--- config.mk ---
export PLATFORM = sky130hd
export DESIGN_NAME = trap_ctrl
export DESIGN_NICKNAME = d
export VERILOG_FILES = /design/src/rtl/trap_ctrl.sv
export SDC_FILE = /design/constraint.sdc
export NUM_CORES = 1
export LEC_CHECK = 0
export ABC_AREA = 1
export BUFFER_PORTS_ARGS = -buffer_cell sky130_fd_sc_hd__buf_2
export CELL_PAD_IN_SITES_DETAIL_PLACEMENT = 0
export CELL_PAD_IN_SITES_GLOBAL_PLACEMENT = 1
export CORE_ASPECT_RATIO = 0.6
export CORE_MARGIN = 4
export CORE_UTILIZATION = 34
export DETAILED_ROUTE_END_ITERATION = 16
export PLACE_DENSITY_LB_ADDON = 0.1
export RECOVER_POWER = 100
export SYNTH_ARGS = -nofsm -noshare
export SYNTH_HDL_FRONTEND = slang
export SYNTH_SLANG_ARGS = --single-unit
export TNS_END_PERCENT = 100
--- constraint.sdc ---
create_clock -name clk -period 2.7 [get_ports clk]
set_input_delay 0.27 -clock clk [delete_from_list [all_inputs] [get_ports clk]]
set_output_delay 0.27 -clock clk [all_outputs]
set_load 0.01 [all_outputs]
--- src/rtl/trap_ctrl.sv ---
// Trap/mret sequencer and arbiter for the single-port machine CSR file.
// Optional timer-interrupt path is enabled by defining TRAP_CTRL_IRQ_EN.
module trap_ctrl #(
  parameter int                    DATA_LEN  = 32,
  parameter logic [DATA_LEN-1:0]   IRQ_CAUSE = 32'h80000007
) (
  input  logic                clk,
  input  logic                rst,
  input  logic                inst_csr_valid,
  input  logic                inst_csr_wen,
  input  logic                inst_csr_ren,
  input  logic [11:0]         inst_csr_addr,
  input  logic [DATA_LEN-1:0] inst_csr_wdata,
  output logic                inst_csr_ready,
  output logic [DATA_LEN-1:0] inst_csr_rdata,
  input  logic                exc_valid,
  input  logic [DATA_LEN-1:0] exc_cause,
  input  logic [DATA_LEN-1:0] exc_pc,
  input  logic                mret_valid,
  input  logic                irq_timer,
  input  logic [DATA_LEN-1:0] irq_pc,
  output logic                exc_ready,
  output logic                csr_wen,
  output logic                csr_ren,
  output logic [11:0]         csr_addr,
  output logic [DATA_LEN-1:0] csr_wdata,
  input  logic [DATA_LEN-1:0] csr_rdata,
  output logic                redirect_valid,
  output logic [DATA_LEN-1:0] redirect_pc,
  output logic                busy
);

  localparam logic [3:0] S_IDLE   = 4'd0;
  localparam logic [3:0] S_EPC    = 4'd1;
  localparam logic [3:0] S_CAUSE  = 4'd2;
  localparam logic [3:0] S_ST_RD  = 4'd3;
  localparam logic [3:0] S_ST_WR  = 4'd4;
  localparam logic [3:0] S_VEC    = 4'd5;
  localparam logic [3:0] S_REDIR  = 4'd6;
  localparam logic [3:0] S_EPC_RD = 4'd7;

  localparam logic [11:0] A_MSTATUS = 12'h300;
  localparam logic [11:0] A_MTVEC   = 12'h305;
  localparam logic [11:0] A_MEPC    = 12'h341;
  localparam logic [11:0] A_MCAUSE  = 12'h342;

  logic [3:0]          state_q, state_d;
  logic [DATA_LEN-1:0] save_pc_q, save_pc_d;
  logic [DATA_LEN-1:0] save_cause_q, save_cause_d;
  logic [DATA_LEN-1:0] st_tmp_q, st_tmp_d;
  logic [DATA_LEN-1:0] target_q, target_d;
  logic                is_mret_q, is_mret_d;
  logic [DATA_LEN-1:0] st_new;

`ifdef TRAP_CTRL_IRQ_EN
  logic mie_shadow_q, mie_shadow_d;
`else
  logic unused_irq;
  assign unused_irq = ^{irq_timer, irq_pc};
`endif

  assign busy = (state_q != S_IDLE);

  always_comb begin
    // NOTE: every signal written here gets a default first, so no latch is inferred.
    state_d        = state_q;
    save_pc_d      = save_pc_q;
    save_cause_d   = save_cause_q;
    st_tmp_d       = st_tmp_q;
    target_d       = target_q;
    is_mret_d      = is_mret_q;
`ifdef TRAP_CTRL_IRQ_EN
    mie_shadow_d   = mie_shadow_q;
`endif
    inst_csr_ready = 1'b0;
    inst_csr_rdata = '0;
    exc_ready      = 1'b0;
    csr_wen        = 1'b0;
    csr_ren        = 1'b0;
    csr_addr       = '0;
    csr_wdata      = '0;
    redirect_valid = 1'b0;
    redirect_pc    = '0;

    // Trap: MPIE <- MIE, MIE <- 0. Mret: MIE <- MPIE, MPIE <- 1. MPP is always M-mode.
    st_new = st_tmp_q;
    if (is_mret_q) begin
      st_new[3] = st_tmp_q[7];
      st_new[7] = 1'b1;
    end else begin
      st_new[7] = st_tmp_q[3];
      st_new[3] = 1'b0;
    end
    st_new[12:11] = 2'b11;

    case (state_q)
      S_IDLE: begin
        exc_ready = 1'b1;
        if (exc_valid) begin
          state_d      = S_EPC;
          save_pc_d    = exc_pc;
          save_cause_d = exc_cause;
          is_mret_d    = 1'b0;
        end else if (mret_valid) begin
          state_d   = S_ST_RD;
          is_mret_d = 1'b1;
        end
`ifdef TRAP_CTRL_IRQ_EN
        else if (irq_timer && mie_shadow_q) begin
          state_d      = S_EPC;
          save_pc_d    = irq_pc;
          save_cause_d = IRQ_CAUSE;
          is_mret_d    = 1'b0;
        end
`endif
        else if (inst_csr_valid) begin
          inst_csr_ready = 1'b1;
          csr_wen        = inst_csr_wen;
          csr_ren        = inst_csr_ren;
          csr_addr       = inst_csr_addr;
          csr_wdata      = inst_csr_wen ? inst_csr_wdata : '0;
          inst_csr_rdata = csr_rdata;
`ifdef TRAP_CTRL_IRQ_EN
          if (inst_csr_wen && inst_csr_addr == A_MSTATUS) mie_shadow_d = inst_csr_wdata[3];
`endif
        end
      end
      S_EPC: begin
        csr_wen   = 1'b1;
        csr_addr  = A_MEPC;
        csr_wdata = save_pc_q;
        state_d   = S_CAUSE;
      end
      S_CAUSE: begin
        csr_wen   = 1'b1;
        csr_addr  = A_MCAUSE;
        csr_wdata = save_cause_q;
        state_d   = S_ST_RD;
      end
      S_ST_RD: begin
        csr_ren  = 1'b1;
        csr_addr = A_MSTATUS;
        st_tmp_d = csr_rdata;
        state_d  = S_ST_WR;
      end
      S_ST_WR: begin
        csr_wen   = 1'b1;
        csr_addr  = A_MSTATUS;
        csr_wdata = st_new;
`ifdef TRAP_CTRL_IRQ_EN
        mie_shadow_d = st_new[3];
`endif
        state_d   = is_mret_q ? S_EPC_RD : S_VEC;
      end
      S_VEC: begin
        csr_ren  = 1'b1;
        csr_addr = A_MTVEC;
        target_d = {csr_rdata[DATA_LEN-1:2], 2'b00};
        state_d  = S_REDIR;
      end
      S_EPC_RD: begin
        csr_ren  = 1'b1;
        csr_addr = A_MEPC;
        target_d = csr_rdata;
        state_d  = S_REDIR;
      end
      S_REDIR: begin
        redirect_valid = 1'b1;
        redirect_pc    = target_q;
        state_d        = S_IDLE;
      end
      default: state_d = S_IDLE;
    endcase
  end

  always_ff @(posedge clk) begin
    // NOTE: sequential state uses non-blocking assignments only.
    if (rst) begin
      state_q      <= S_IDLE;
      save_pc_q    <= '0;
      save_cause_q <= '0;
      st_tmp_q     <= '0;
      target_q     <= '0;
      is_mret_q    <= 1'b0;
`ifdef TRAP_CTRL_IRQ_EN
      mie_shadow_q <= 1'b0;
`endif
    end else begin
      state_q      <= state_d;
      save_pc_q    <= save_pc_d;
      save_cause_q <= save_cause_d;
      st_tmp_q     <= st_tmp_d;
      target_q     <= target_d;
      is_mret_q    <= is_mret_d;
`ifdef TRAP_CTRL_IRQ_EN
      mie_shadow_q <= mie_shadow_d;
`endif
    end
  end

endmodule

; ---- Yosys cells after proc, flatten, opt, wreduce, memory -nomap -nowiden
; Index checks and enable logic that the tools add are counted.
[classes]
reduce_logical = 11
n_mux = 37
n_eq_ne = 8
[op_table]
columns = cell, count
row1 = $mux W32, 9
row2 = $pmux W32 S4, 1
row3 = $pmux W32 S2, 1
row4 = $pmux W12 S5, 1
row5 = $mux W12, 3
row6 = $pmux W4 S6, 1
row7 = $eq A4 B3 Y1 const B, 4
row8 = $mux W1, 16
row9 = $eq A4 B2 Y1 const B, 2
row10 = $mux W4, 2
row11 = $reduce_or A2 Y1, 3
row12 = $reduce_or A3 Y1, 2
row13 = $eq A4 B1 Y1 const B, 1
row14 = $logic_not A4 Y1, 1
row15 = $pmux W1 S2, 2
row16 = $reduce_and A2 Y1, 2
row17 = $reduce_bool A2 Y1, 2
row18 = $reduce_bool A4 Y1, 1
row19 = $ne A3 B3 Y1 const B, 1
row20 = $mux W2, 1
[totals]
out_inout_bits = 114
inputBits = 180
regBits = 133
word_cells = 62

; ---- Longest topological paths before layout
[logic_depth]
ltp_word = 5
depth_mapped = 10

; ---- Least setup slack after synthesis
; No wires, ideal clock.
[synth_timing]
kind = register to output
startpoint = reg with a tool-made name
endpoint = out inst_csr_rdata[20]
path_buffers = 3
arrival_time_ps = 1371
path_slack_ps = 1059
path_stages_with_launch = 11
cell_sequence = dfxtp_1 > buf_4 > nor2_4 > nand2_4 > clkinv_4 > nand2_4 > nor2_4 > inv_2 > buf_6 > buf_12 > nor2_2
[synth_lines]
columns = element, line_no
row1 = "end, declared", 15  ; output logic [DATA_LEN-1:0] inst_csr_rdata,

; ---- Final worst setup path
[layout_timing]
startpoint = reg state_q[1]
endpoint = out csr_wdata[11]
[layout_between]
elab_chain_cells = 2
[layout_lines]
columns = element, line_no
row1 = "start, declared", 47  ; logic [3:0] state_q, state_d;
row2 = "start signal, assigned", 189  ; state_q <= state_d;
row3 = $eq A4 B3 Y1 (tied with other cells), 96  ; case (state_q)
row4 = $pmux W32 S4 (*), 96
row5 = "end, declared", 26  ; output logic [DATA_LEN-1:0] csr_wdata,
; Every way passes the cells marked *; elsewhere a longest branch is shown, timed or not.

==> insert_results.sql <==
INSERT INTO impl_metrics (metric_group, metric, value, unit) VALUES
('run_status', 'run_status', 'finished, final reports clean', ''),
('grt', 'globalRouteTotalUtil', '20.3', '%'),
('drt', 'drc', '0', ''),
('yosys', 'yosys_warnings', '0', ''),
('setup_path', 'worst_ep_arrival_time', '2.20', 'ns'),
('cts', 'cts_inserted_buffers', '17', ''),
('grt', 'number_of_antenna_violations_at_the_first_check_in_global_routing', '7', ''),
('setup_path', 'startpoint_types', 'flip-flop', ''),
('setup_path', 'r2r-start', 'state_q[0]', ''),
('grt', 'first_global_vias', '6578', ''),
('power', 'power.switching_fraction', '39.0', '%'),
('power', 'power.combinational.fraction', '36.5', '%'),
('place', 'place_congestion', '0.819', ''),
('cts', 'clock-sinks', '130', ''),
('yosys', 'synth_cell_type_count', '22', ''),
('setup_path', 'worst-r2r-cell-count', '9', ''),
('floorplan', 'floorplan.die.height', '117', 'µm'),
('yosys', 'synthesis.instances', '1049', ''),
('floorplan', 'count_of_standard_cell_rows', '39', ''),
('setup_path', 'worst-path-max-fanout', '20', ''),
('drt', 'drt-vias-per-instance', '4.44', ''),
('setup_path', 'crit_path_end', 'csr_wdata[11]', ''),
('cts', 'postCtsSetupRepairBufs', '0', ''),
('setup_path', 'r2r_setup_slack', '0.42', 'ns'),
('finish', 'fillCellCount', '2134', ''),
('timing', 'max_slew_margin', '9.97', '%'),
('finish', 'drive_above_1_share', '19.4', '%'),
('timing', 'worst_slew_pin_slew', '1.35', 'ns'),
('finish', 'flow.area_growth_from_synthesis', '30.2', '%'),
('yosys', 'yosysSeqAreaShare', '39.0', '%'),
('run', 'cap_viol_max_count', '0', ''),
('drt', 'route.detailed.wl_per_inst', '14.5', 'µm'),
('setup_path', 'critPathCaptureType', 'output pin', ''),
('drt', 'postRouteWirelength', '22600', 'µm'),
('finish', 'final_common_cell', 'sky130_fd_sc_hd__nand2_1', ''),
('power', 'seq_power_share', '31.7', '%'),
('grt', 'global_route_congestion_overflow_total', '0', ''),
('finish', 'final-seq-area', '0.00260', 'mm²'),
('floorplan', 'io_pins', '294', ''),
('grt', 'grt_start_max_net_pins', '107', ''),
('yosys', 'synth.area.top_cells', 'sky130_fd_sc_hd__dfxtp_1 39%, sky130_fd_sc_hd__nor2_1 11%, sky130_fd_sc_hd__nand2_1 10%', ''),
('cts', 'tritoncts', 'done', ''),
('place', 'dp_hpwl', '16800', 'µm'),
('yosys', 'postSynthRegisterBits', '130', ''),
('yosys', 'postSynthNetCount', '1229', ''),
('floorplan', 'core_region_area', '0.0192', 'mm²'),
('finish', 'finalCoreUtilization', '45.4', '%'),
('timing', 'final_hold_viol_count', '0', ''),
('cts', 'htreeDepth', '4', ''),
('timing', 'report.final.slew_viol_count', '0', ''),
('timing', 'fin_setup_tns', '0', 'ns'),
('power', 'p_per_area', '960', 'mW/mm²'),
('drt', 'detailedRoute.firstIterationViolations', '400', ''),
('cts', 'cts_root_buffer', 'sky130_fd_sc_hd__clkbuf_16', ''),
('timing', 'final_min_period_over_clock_period', '91.6', '%'),
('cts', 'clkSlewWorstSetupHoldPaths', '0.06', 'ns'),
('cts', 'post_cts_resized', '0', ''),
('power', 'cellInternalPower', '5.10', 'mW'),
('floorplan', 'die_footprint', '0.0220', 'mm²'),
('finish', 'finish.net_count', '1462', ''),
('power', 'peakVddDrop', '0.531', 'mV'),
('power', 'post-layout-total-power', '8.35', 'mW'),
('finish', 'multi_input_area', '0.00302', 'mm²'),
('finish', 'layout.cells.most_common_list', '187 x sky130_fd_sc_hd__nand2_1, 186 x sky130_fd_sc_hd__nor2_1, 183 x sky130_fd_sc_hd__inv_1', ''),
('cts', 'clk_latency', '0.42', 'ns'),
('floorplan', 'initial_core_util', '34.8', '%'),
('setup_path', 'worst_ep_required_time', '2.43', 'ns'),
('power', 'leakage', '4.18', 'nW'),
('timing', 'grt_setup_unrepaired', 'false', ''),
('timing', 'setup-violations-final', '0', ''),
('setup_path', 'critPathKind', 'flip-flop to output pin', '');
==> layer usage <==
layer	share of wire [%]	routed length, µm	track usage, %	up-vias
li1	-	-	-	3664
met2	43	9730	31.8	197
met4	1.0	226	4.80	10
met3	7.2	1620	6.45	28
met1	49	11000	27.5	3031
met5	0.27	62	0	-
==> state kept, by name, indices dropped and copies added (netlist names), named ones only <==
signal / flops
save_pc_q: 32
target_q: 32
st_tmp_q: 30
is_mret_q: 1
state_q: 2
save_cause_q: 32
==> synthesized netlist by cell type, drive strengths merged <==
master    n
a21oi    65
buf      33
clkbuf   33
clkinv    2
dfxtp   130
inv     186
nand2   188
nand3    99
nand4     6
nor2    211
nor3      3
o21ai    93
==> critical path: stages, from the launching register on <==
cell and delay [ns]:
sky130_fd_sc_hd__dfxtp_1 0.38, sky130_fd_sc_hd__nor2_4 0.14, sky130_fd_sc_hd__buf_4 0.29, sky130_fd_sc_hd__nand2_1 0.11, sky130_fd_sc_hd__inv_1 0.10, sky130_fd_sc_hd__clkbuf_2 0.39, sky130_fd_sc_hd__nand2_1 0.14, sky130_fd_sc_hd__nand3_1 0.11
sky130_fd_sc_hd__buf_2 0.13
==> logic make-up (layout without fill, tap and decap cells) <==
family / Yosys count / count (layout) / synth area share [%]
simple gates: 507 / 507 / 33.4
buf+inv: 254 / 498 / 15.8
compound gates: 158 / 158 / 11.8
flops: 130 / 130 / 39.0
other cells: 0 / 2 / 0
==> power by group through the flow <==
| stage | registers, mW | clock network, mW | logic, mW |
|---|---|---|---|
| 2_1_floorplan | 2.61 | 0 | 2.17 |
| 3_3_place_gp | 2.68 | 0 | 3.16 |
| 3_5_place_dp | 2.69 | 0 | 3.17 |
| 4_1_cts | 2.65 | 2.70 | 3.19 |
| 5_1_grt | 2.71 | 2.79 | 3.51 |
| 6_report | 2.65 | 2.65 | 3.05 |
==> cell type report <==
cell class	count	area share (%)
Timing Repair Buffer	280	15.5
Antenna cell	2	0.0575
Multi-Input combinational cell	665	34.8
Clock buffer	18	5.05
Sequential cell	130	29.9
Clock inverter	12	2.66
Inverter	188	8.23
Tap cell	266	3.83
==> worst min-delay path by stage <==
stage | cells after the start | slack (ns) | to | from
after floorplan | 1 | 0.34 | target_q[0] | rst
after global placement | 2 | 0.44 | st_tmp_q[21] | st_tmp_q[21]
after detailed placement | 2 | 0.44 | target_q[23] | target_q[23]
after CTS | 3 | 0.06 | save_pc_q[11] | exc_pc[11]
after global routing | 3 | 0.06 | save_cause_q[7] | exc_cause[7]
final | 3 | 0.07 | save_cause_q[12] | exc_cause[12]
==> stage by stage <==
step | worst slack [ns] | area (µm²) | hold WS [ns] | std cells
final | 0.228 | 8700 | 0.0734 | 1561
after global routing | 0.0782 | 8700 | 0.0641 | 1561
after CTS | 0.107 | 8850 | 0.0563 | 1559
after detailed placement | 0.554 | 8180 | 0.444 | 1529
after global placement | 0.572 | 8180 | 0.440 | 1529
after floorplan | 1.06 | 6680 | 0.339 | 1049
(Power assumes the default switching activity.)
